### src/rtl/gl_pkg.sv
// Shared definitions for the Grunwald-Letnikov operator datapath.
//  - GL_DATA_W / GL_FRAC_W : Q8.24 result format produced by the operator stage
//  - clog2                 : constant-friendly ceiling log2
//  - shift_sat             : arithmetic (floor) right shift followed by a
//                            saturation to a signed out_w-bit range
package gl_pkg;

    localparam int GL_DATA_W = 32;
    localparam int GL_FRAC_W = 24;

    // Ceiling log2; clog2(1) = 0.
    function automatic int clog2(input int unsigned v);
        int r;
        r = 0;
        for (int i = 0; i < 31; i++) begin
            if ((32'd1 << i) < v) begin
                r = i + 1;
            end
        end
        return r;
    endfunction

    // Floor-shift v right by sh, then clamp to [-2^(out_w-1), 2^(out_w-1)-1].
    function automatic logic signed [63:0] shift_sat(input logic signed [63:0] v,
                                                     input int unsigned       sh,
                                                     input int unsigned       out_w);
        logic signed [63:0] t;
        logic signed [63:0] hi;
        logic signed [63:0] lo;
        t  = v >>> sh;
        hi = (64'sd1 <<< (out_w - 32'd1)) - 64'sd1;
        lo = -(64'sd1 <<< (out_w - 32'd1));
        if (t > hi) begin
            return hi;
        end else if (t < lo) begin
            return lo;
        end else begin
            return t;
        end
    endfunction

endpackage

### src/rtl/gl_sync_fifo.sv
// Synchronous first-word-fall-through FIFO.
//  clk, rst      : clock, synchronous active-low reset
//  wr_en_i/wr_data_i : write request; ignored when full unless a read
//                      happens in the same cycle
//  rd_en_i       : read (pop) request; ignored when empty
//  rd_data_o     : head entry, zero while empty
//  empty_o/full_o/level_o : occupancy status
module gl_sync_fifo
    import gl_pkg::*;
#(
    parameter int WIDTH = 16,
    parameter int DEPTH = 16
) (
    input  logic                           clk,
    input  logic                           rst,
    input  logic                           wr_en_i,
    input  logic [WIDTH-1:0]               wr_data_i,
    input  logic                           rd_en_i,
    output logic [WIDTH-1:0]               rd_data_o,
    output logic                           empty_o,
    output logic                           full_o,
    output logic [clog2(DEPTH+1)-1:0]      level_o
);

    localparam int PTR_W = (clog2(DEPTH) > 0) ? clog2(DEPTH) : 1;
    localparam int LVL_W = clog2(DEPTH + 1);

    logic [WIDTH-1:0] mem_q [DEPTH];
    logic [PTR_W-1:0] wr_ptr_q, wr_ptr_d;
    logic [PTR_W-1:0] rd_ptr_q, rd_ptr_d;
    logic [LVL_W-1:0] count_q, count_d;
    logic             wr_ok_s, rd_ok_s, empty_s, full_s;

    assign empty_s = (count_q == LVL_W'(0));
    assign full_s  = (count_q == LVL_W'(DEPTH));
    // A pop frees the slot the concurrent push needs, so full + pop still writes.
    assign rd_ok_s = rd_en_i && !empty_s;
    assign wr_ok_s = wr_en_i && (!full_s || rd_ok_s);

    // Pointer and occupancy next-state.
    always_comb begin
        wr_ptr_d = wr_ptr_q;
        rd_ptr_d = rd_ptr_q;
        count_d  = count_q;
        if (wr_ok_s) begin
            wr_ptr_d = wr_ptr_q + PTR_W'(1);
        end else begin
            wr_ptr_d = wr_ptr_q;
        end
        if (rd_ok_s) begin
            rd_ptr_d = rd_ptr_q + PTR_W'(1);
        end else begin
            rd_ptr_d = rd_ptr_q;
        end
        case ({wr_ok_s, rd_ok_s})
            2'b10:   count_d = count_q + LVL_W'(1);
            2'b01:   count_d = count_q - LVL_W'(1);
            default: count_d = count_q;
        endcase
    end

    // Pointer and occupancy registers.
    always_ff @(posedge clk) begin
        if (!rst) begin
            wr_ptr_q <= PTR_W'(0);
            rd_ptr_q <= PTR_W'(0);
            count_q  <= LVL_W'(0);
        end else begin
            wr_ptr_q <= wr_ptr_d;
            rd_ptr_q <= rd_ptr_d;
            count_q  <= count_d;
        end
    end

    // Storage array; contents need no reset because occupancy gates the output.
    always_ff @(posedge clk) begin
        if (rst && wr_ok_s) begin
            mem_q[wr_ptr_q] <= wr_data_i;
        end
    end

    assign rd_data_o = empty_s ? WIDTH'(0) : mem_q[rd_ptr_q];
    assign empty_o   = empty_s;
    assign full_o    = full_s;
    assign level_o   = count_q;

endmodule

### src/rtl/gl_result_decimator.sv
// Decimating output stage for the Grunwald-Letnikov operator.
// Captures each Q8.24 result flagged by a change of in_tog, averages DECIM
// consecutive results, converts the average to a saturated Q(OUT_W-OUT_FRAC).OUT_FRAC
// word and queues it in a FWFT FIFO drained over a valid/ready stream.
//  clk, rst   : clock, synchronous active-low reset
//  in_data    : signed operator result; in_tog : toggles once per new result
//  out_data/out_valid/out_ready : output stream (FIFO head)
//  level      : FIFO occupancy
//  overflow   : sticky "result dropped on full FIFO"; clr_ovf clears it
module gl_result_decimator
    import gl_pkg::*;
#(
    parameter int DATA_W   = GL_DATA_W,
    parameter int FRAC_W   = GL_FRAC_W,
    parameter int OUT_W    = 16,
    parameter int OUT_FRAC = 12,
    parameter int DECIM    = 4,
    parameter int DEPTH    = 16
) (
    input  logic                          clk,
    input  logic                          rst,
    input  logic signed [DATA_W-1:0]      in_data,
    input  logic                          in_tog,
    output logic signed [OUT_W-1:0]       out_data,
    output logic                          out_valid,
    input  logic                          out_ready,
    output logic [clog2(DEPTH+1)-1:0]     level,
    output logic                          overflow,
    input  logic                          clr_ovf
);

    localparam int          LOG2D    = clog2(DECIM);
    localparam int          ACC_W    = DATA_W + LOG2D;
    localparam int          CNT_W    = (LOG2D > 0) ? LOG2D : 1;
    localparam int          LVL_W    = clog2(DEPTH + 1);
    // Averaging and format change fold into one floor shift.
    localparam int unsigned SHIFT    = LOG2D + FRAC_W - OUT_FRAC;
    localparam logic [CNT_W-1:0] CNT_LAST = CNT_W'(DECIM - 1);

    logic                    tog_q;
    logic signed [ACC_W-1:0] acc_q, acc_d;
    logic [CNT_W-1:0]        cnt_q, cnt_d;
    logic signed [OUT_W-1:0] res_q, res_d;
    logic                    pend_q, pend_d;
    logic                    ovf_q, ovf_d;
    logic                    accept_s;
    logic signed [ACC_W-1:0] sum_s;
    logic                    fifo_empty_s, fifo_full_s, pop_s, drop_s;
    logic [OUT_W-1:0]        fifo_rd_data_s;
    logic [LVL_W-1:0]        fifo_level_s;

    assign accept_s = (in_tog != tog_q);
    assign sum_s    = acc_q + ACC_W'(in_data);
    assign pop_s    = !fifo_empty_s && out_ready;
    assign drop_s   = pend_q && fifo_full_s && !pop_s;

    // Accumulator / block counter; the closing sample restarts the block in the same edge.
    always_comb begin
        acc_d  = acc_q;
        cnt_d  = cnt_q;
        res_d  = res_q;
        pend_d = 1'b0;
        if (accept_s) begin
            if (cnt_q == CNT_LAST) begin
                acc_d  = ACC_W'(0);
                cnt_d  = CNT_W'(0);
                res_d  = OUT_W'(shift_sat(64'(sum_s), SHIFT, OUT_W));
                pend_d = 1'b1;
            end else begin
                acc_d  = sum_s;
                cnt_d  = cnt_q + CNT_W'(1);
            end
        end else begin
            acc_d = acc_q;
        end
    end

    // Sticky overflow; a new drop wins over a clear in the same edge.
    always_comb begin
        ovf_d = ovf_q;
        if (drop_s) begin
            ovf_d = 1'b1;
        end else if (clr_ovf) begin
            ovf_d = 1'b0;
        end else begin
            ovf_d = ovf_q;
        end
    end

    // Datapath registers; tog_q follows in_tog even in reset so release never fakes an accept.
    always_ff @(posedge clk) begin
        tog_q <= in_tog;
        if (!rst) begin
            acc_q  <= ACC_W'(0);
            cnt_q  <= CNT_W'(0);
            res_q  <= OUT_W'(0);
            pend_q <= 1'b0;
            ovf_q  <= 1'b0;
        end else begin
            acc_q  <= acc_d;
            cnt_q  <= cnt_d;
            res_q  <= res_d;
            pend_q <= pend_d;
            ovf_q  <= ovf_d;
        end
    end

    gl_sync_fifo #(
        .WIDTH (OUT_W),
        .DEPTH (DEPTH)
    ) u_fifo (
        .clk       (clk),
        .rst       (rst),
        .wr_en_i   (pend_q),
        .wr_data_i (res_q),
        .rd_en_i   (out_ready),
        .rd_data_o (fifo_rd_data_s),
        .empty_o   (fifo_empty_s),
        .full_o    (fifo_full_s),
        .level_o   (fifo_level_s)
    );

    assign out_data  = fifo_rd_data_s;
    assign out_valid = !fifo_empty_s;
    assign level     = fifo_level_s;
    assign overflow  = ovf_q;

endmodule

### config.mk
export PLATFORM = sky130hd
export DESIGN_NAME = gl_result_decimator
export DESIGN_NICKNAME = d
export VERILOG_FILES = /design/src/rtl/gl_pkg.sv /design/src/rtl/gl_sync_fifo.sv /design/src/rtl/gl_result_decimator.sv
export SDC_FILE = /design/constraint.sdc
export NUM_CORES = 1
export LEC_CHECK = 0
export BUFFER_PORTS_ARGS = -buffer_cell sky130_fd_sc_hd__buf_2
export CAP_MARGIN = 20
export CORE_ASPECT_RATIO = 0.7
export CORE_MARGIN = 2
export CORE_UTILIZATION = 46
export CTS_BUF_LIST = sky130_fd_sc_hd__clkbuf_8
export DETAILED_ROUTE_END_ITERATION = 16
export HOLD_SLACK_MARGIN = 0.06
export MAX_ROUTING_LAYER = met4
export PLACE_DENSITY_LB_ADDON = 0.05
export SKIP_LAST_GASP = 1
export SYNTH_ARGS = -nofsm -noshare
export SYNTH_HDL_FRONTEND = slang
export SYNTH_SLANG_ARGS = --single-unit
export TNS_END_PERCENT = 30
### constraint.sdc
create_clock -name clk -period 8.4 [get_ports clk]
set_clock_uncertainty 0.2 [all_clocks]
set_input_delay 0 -clock clk [delete_from_list [all_inputs] [get_ports clk]]
set_output_delay 0 -clock clk [all_outputs]
set_load 0.02 [all_outputs]
==> flow_summary_export.csv, run 1 <==
group,metric,value,unit
hold_path,min_from,"in_data[20]",
yosys,netlist-cell-type-count,67,
yosys,yosys-top-cells-count,"edfxtp_1 (256), mux4_2 (80), dfxtp_1 (72)",
yosys,ys_seq_area_share,62.7,%
setup_path,crit_fanout,15,
yosys,ys.flop_type,"edfxtp_1",
hold_path,hp-class,"in2reg",
floorplan,die_y,153,um
yosys,syn_avg_cell_area,15.1,um^2
clock_tree,cts_htree_levels,2,
setup_path,cpMaxStageDelayCell,"nor4_4",
power_and_ir_drop,peakVddDrop,0.135,mV
sta,worst_pin_slew,1.07,ns
sta,fmax,206,MHz
yosys,syn-instance-count,961,
yosys,yosys_warnings,0,
yosys,syn_nets,1043,
cells_and_area,synthToLayoutAreaGrowth,16.1,%
clock_tree,cts_buffers,50,
sta,period_share,57.7,%
yosys,synth_top_area_share,52.8,%
clock_tree,hold_buffers,56,
detailed_routing,post_drt_wl_per_cell,21.8,um
clock_tree,cts.sinks,328,
setup_path,path_cells,"ha_1 -> inv_1 -> fa_1 -> nand2b_1 -> a21oi_2 -> o2111ai_1 -> a21oi_2 -> o32ai_4 -> o21ai_4 -> xnor2_1 -> nor4_4 -> o21ai_0 -> dlygate4sd3_1 -> a21oi_1 -> dlygate4sd3_1",
detailed_routing,drt-initial-drc-count,667,
setup_path,crit_path_start,"acc_q[0]$_SDFFE_PN0N_",
yosys,synth_area,0.0146,mm^2
setup_path,cp-start-kind,"flop",
cells_and_area,drive_gt1_share,24.0,%
power_and_ir_drop,power.static_leakage,6.06,nW
detailed_routing,drc,0,
placed_design,place.gp.congestion,0.824,
yosys,yosysMostFrequentCell,"edfxtp_1",
clock_tree,clock_latency,0.60,ns
floorplan,start_util,46.7,%
setup_path,cp_num_buf_inv,3,
clock_tree,clk_pin_slew,0.07,ns
placed_design,dp_hpwl,20.6,mm
setup_path,cp.arrival,5.19,ns
status,outcome,"finished clean",
sta,setup_slack,3.56,ns
floorplan,core-area,0.0311,mm^2
detailed_routing,ant_nets,0,
global_route,grt_pass1_vias,8603,
clock_tree,cts_max_path_buffers,3,
placed_design,pre_cts_ws,4.46,ns
setup_path,path_delay_family,"compound AO/OA/AOI/OAI gates",
global_route,grt_pass1_wl,52.6,mm
global_route,grt_max_degree,73,
floorplan,io_pins,60,
detailed_routing,drtPass1Iterations,5,
clock_tree,post_cts_buffers,0,
global_route,grt_usage,21.7,%
sta,finalHoldViolations,0,
placed_design,dp.cells,1416,
placed_design,port_buffers,59,
detailed_routing,via_count,8617,
setup_path,end_kind,"flop",
sta,slew_headroom,28.6,%
detailed_routing,wl,34.0,mm
setup_path,path_class,"reg2reg",
sta,holdWs,0.142,ns
yosys,yosys.area.top_type,"edfxtp_1",
cells_and_area,n_antenna_cell,0,
sta,rsz0062_at_grt,"no",
yosys,synthArstFlopShare,0,%
floorplan,std_cell_rows,54,
yosys,synth-edff-count,256,
yosys,yosys-top-cells-area,"edfxtp_1 (53%), mux4_2 (12%), dfxtp_1 (9.9%)",
clock_tree,cts_resized,0,
sta,setup_tns,0,ns
sta,layout_min_cycle_time,4.84,ns
power_and_ir_drop,pwr_density_cell,214,mW/mm^2
detailed_routing,vias_per_cell,5.51,
clock_tree,cts_tree,"done",
sta,drv_slew,0,
yosys,yosys_register_bits,328,
clock_tree,root_buffer,"clkbuf_8",
setup_path,r2r-start,"acc_q[0]$_SDFFE_PN0N_",
setup_path,cpPeakStageDelay,0.75,ns
setup_path,cp.required,8.75,ns
cells_and_area,nets,1186,
global_route,grt_overflow,0,
global_route,grt_antenna_before_repair,0,
job,maxCapViolCount,0,
floorplan,die_w,217,um
cells_and_area,final-instance-count-excl-fill,1563,
sta,setup_viol,0,
floorplan,dieArea,0.0331,mm^2
==> routing by layer <==
layer | vias to the layer above | part of all wire (%) | routed length [um] | track usage, %
met3 | 45 | 6.4 | 2160 | 4.57
met2 | 216 | 41 | 14100 | 29.1
met5 | - | 0 | 0 | -
met4 | 0 | 1.4 | 466 | 5.06
met1 | 4334 | 51 | 17300 | 33.7
li1 | 4022 | - | - | -
==> tightest hold or removal path, delay by kind of cell <==
family	cells	cell delay (ns)
fa+ha+maj	1	0.19
simple gates	1	0.10
compound gates	4	0.33
xor+xnor	1	0.15
buf+inv	1	0.10
==> area by class of cell <==
| type | instances | area (um^2) |
|---|---|---|
| Clock inverter | 38 | 208 |
| Fill cell | 2606 | 14300 |
| Sequential cell | 328 | 9130 |
| Inverter | 22 | 82.6 |
| Clock buffer | 53 | 729 |
| Timing Repair Buffer | 137 | 1020 |
| Tap cell | 420 | 526 |
| Multi-Input combinational cell | 565 | 5190 |
==> power by group <==
part           internal [mW]  switching [mW]
combinational          0.239           0.318
sequential              1.77          0.0259
clock                  0.643           0.621
==> metrics by stage <==
step	area [um^2]	total power, mW	util [%]
after CTS	16900	3.64	54.2
after global placement	15400	2.32	49.4
after floorplan	14600	2.20	-
final	16900	3.61	54.2
after global routing	16900	3.78	54.2
after detailed placement	15400	2.32	49.4
==> sequential cells by signal (all words and copies together) (netlist names), named ones only <==
register	cells
tog_q	1
res_q	16
pend_q	1
cnt_q	2
acc_q	34
u_fifo.wr_ptr_q	4
u_fifo.mem_q	256
u_fifo.rd_ptr_q	4
u_fifo.level_o	5
overflow	1
==> cell families after synthesis <==
logic type | synth area share (%)
multiplexers | 12.7
AND/OR/NAND/NOR | 7.56
adder cells (fa/ha/maj) | 3.97
buffers and inverters | 1.95
flip-flops | 62.7
XOR/XNOR | 2.36
AO/OA/AOI/OAI | 8.76
==> cells in the final DEF (no fill, tap or decap), types with 9 or more instances in the layout <==
cell type	count
edfxtp_1	256
mux4_2	80
dfxtp_1	70
buf_2	59
dlygate4sd3_1	56
o21ai_0	55
nor2b_1	53
clkbuf_8	53
nand2_1	46
a21oi_1	44
ha_1	43
inv_1	41
a22oi_1	24
xnor2_1	23
buf_4	22
and2_1	19
nor2_1	18
nor2_2	17
xor2_1	12
a21oi_2	11
nor3_1	11
clkinv_1	9
==> final timing paths <==
kind	slack, ns	depth (start not counted)	to
worst min register to register	0.33	2	cnt_q[1]$_SDFFE_PN0N_
worst max-delay path	3.56	15	res_q[13]$_SDFFE_PN0P_
worst max register to register	3.56	15	res_q[13]$_SDFFE_PN0P_
worst min-delay path	0.14	8	res_q[8]$_SDFFE_PN0P_
Note: power is estimated with default switching activity, not from simulation.
==> run 2: changes to the inputs <==
Settings changed: ABC_AREA set to 1.
Clock period 8.4 ns to 4.2 ns, I/O delays scaled along.
==> flow_summary_export.csv, run 2 <==
group,metric,value,unit
power_and_ir_drop,peakVddDrop,1.02,mV
cells_and_area,nets,1763,
yosys,yosys-top-cells-count,"nand2_1 (257), edfxtp_1 (256), nor2_1 (218)",
floorplan,dieArea,0.0345,mm^2
sta,finalHoldViolations,0,
setup_path,end_kind,"flop",
cells_and_area,final-instance-count-excl-fill,2144,
detailed_routing,via_count,11400,
hold_path,hp-class,"in2reg",
cells_and_area,largest_reg_flops,256,
sta,slew_headroom,31.3,%
power_and_ir_drop,p_comb_share,34.3,%
yosys,yosys-top-cells-area,"edfxtp_1 (51%), dfxtp_1 (9.5%), nand2_1 (6.4%)",
detailed_routing,ant_nets,0,
sta,layout_min_cycle_time,3.79,ns
clock_tree,cts_htree_levels,2,
yosys,yosys_register_bits,328,
detailed_routing,drc,0,
yosys,netlist-cell-type-count,42,
clock_tree,cts.sinks,328,
placed_design,dp_hpwl,26.1,mm
placed_design,dp.cells,1987,
yosys,yosysMostFrequentCell,"nand2_1",
placed_design,port_buffers,59,
setup_path,path_class,"reg2reg",
power_and_ir_drop,p_sw,3.56,mW
global_route,grt_usage,24.3,%
yosys,syn-instance-count,1538,
floorplan,std_cell_rows,55,
clock_tree,root_buffer,"clkbuf_8",
status,outcome,"finished clean",
global_route,grt_antenna_before_repair,0,
global_route,grt_pass1_wl,62.8,mm
detailed_routing,wl,40.7,mm
cells_and_area,synthToLayoutAreaGrowth,16.2,%
power_and_ir_drop,p_sw_share,37.5,%
clock_tree,post_cts_buffers,0,
sta,fmax,264,MHz
yosys,synth_area,0.0152,mm^2
cells_and_area,largest-register,"u_fifo.mem_q",
sta,period_share,90.1,%
detailed_routing,drtPass1Iterations,10,
setup_path,cp-start-kind,"flop",
power_and_ir_drop,p_int,5.94,mW
floorplan,io_pins,60,
power_and_ir_drop,power.share.clock,26.7,%
yosys,ys_seq_area_share,60.2,%
clock_tree,clock_latency,0.61,ns
yosys,synth-edff-count,256,
cells_and_area,final_cell_mix,"nand2_1 (257), edfxtp_1 (256), nor2_1 (205), o21ai_0 (179), inv_1 (134)",
detailed_routing,drt-initial-drc-count,987,
global_route,grt_overflow,0,
power_and_ir_drop,seqPwrFrac,39.0,%
global_route,grt_max_degree,129,
yosys,yosys.area.top_type,"edfxtp_1",
power_and_ir_drop,pwr_density_cell,539,mW/mm^2
setup_path,cp.arrival,4.13,ns
sta,rsz0062_at_grt,"no",
sta,setup_viol,0,
yosys,synthArstFlopShare,0,%
cells_and_area,final_common_cell,"nand2_1",
clock_tree,cts_buffers,51,
placed_design,place.gp.congestion,0.936,
clock_tree,cts_max_path_buffers,3,
clock_tree,cts_tree,"done",
yosys,synth_top_area_share,50.7,%
floorplan,core-area,0.0324,mm^2
cells_and_area,top_regs,"u_fifo.mem_q (256), acc_q (34), res_q (16)",
cells_and_area,n_antenna_cell,0,
yosys,yosys_warnings,0,
floorplan,start_util,46.8,%
setup_path,crit_fanout,4,
yosys,ys.flop_type,"edfxtp_1",
detailed_routing,post_drt_wl_per_cell,19.0,um
global_route,grt_pass1_vias,10700,
yosys,syn_nets,1620,
yosys,syn_avg_cell_area,9.86,um^2
setup_path,cp.required,4.55,ns
floorplan,die_w,221,um
job,maxCapViolCount,0,
sta,setup_tns,0,ns
cells_and_area,drive_gt1_share,13.7,%
floorplan,die_y,156,um
detailed_routing,vias_per_cell,5.31,
clock_tree,clk_pin_slew,0.07,ns
sta,drv_slew,0,
sta,worst_pin_slew,1.03,ns
power_and_ir_drop,power.static_leakage,6.86,nW
clock_tree,cts_resized,0,
[run 2: stage by stage]
stage	util, %	hold slack [ns]	setup slack (ns)	total power [mW]	area [um^2]
floorplan	-	-0.172	1.18	5.84	15200
global placement	49.3	-0.0737	1.06	6.85	16000
detailed placement	49.3	-0.0640	0.913	6.86	16000
CTS	54.3	0.0872	0.490	9.56	17600
global route	54.3	0.176	0.215	10.0	17600
finish	54.3	0.138	0.414	9.50	17600
[run 2: critical path, cell delays in order (launching register included)]
cell,delay [ns]
dfxtp_1,0.33
ha_1,0.21
inv_1,0.07
fa_1,0.41
inv_1,0.10
nand2_1,0.07
nand2_1,0.08
nand3_1,0.07
nand2_1,0.19
nand2_1,0.10
nand2_2,0.16
a21oi_1,0.10
xnor2_1,0.21
dlygate4sd3_1,0.66
nand2_2,0.06
dlygate4sd3_1,0.57
a21oi_2,0.14
[run 2: worst paths after layout]
check                    startpoint                      to  slack, ns  depth (start not counted)
max reg2reg   acc_q[0]$_SDFFE_PN0N_   res_q[6]$_SDFFE_PN0P_       0.41                         16
min                      in_data[0]   acc_q[0]$_SDFFE_PN0N_       0.14                          5
min reg2reg  acc_q[24]$_SDFFE_PN0N_  acc_q[24]$_SDFFE_PN0N_       0.27                          2
max           acc_q[0]$_SDFFE_PN0N_   res_q[6]$_SDFFE_PN0P_       0.41                         16
[run 2: power groups by stage]
stage	Clock, mW	Combinational (mW)	Sequential, mW
global route	2.73	3.60	3.72
CTS	2.60	3.25	3.70
floorplan	0	2.09	3.75
detailed placement	0	3.09	3.77
global placement	0	3.09	3.76
finish	2.54	3.26	3.70
[run 2: logic make-up after synthesis]
family,Yosys count,share of synthesized area [%]
compound gates,371,14.1
xor+xnor,18,1.04
fa+ha+maj,45,3.81
buf+inv,191,4.93
flops,328,60.2
simple gates,585,16.0
[run 2: routing by layer]
layer	up-vias	share of wire, %	GRT usage, %
met5	-	0	-
met4	0	2.1	6.65
met3	70	5.9	4.09
met2	286	40	32.8
met1	5383	52	37.3
li1	5638	-	-
[run 2: what timing repair did]
item,in CTS,in global routing
endpoints found under the hold margin,75,0
hold buffers,68,0
setup endpoints to repair,0,0
[run 2: area by class of cell]
cell class / instances / area (um^2)
Clock buffer: 56 / 771
Clock inverter: 33 / 170
Fill cell: 2930 / 14800
Inverter: 123 / 463
Sequential cell: 328 / 9130
Tap cell: 427 / 534
Multi-Input combinational cell: 1019 / 5320
Timing Repair Buffer: 158 / 1220
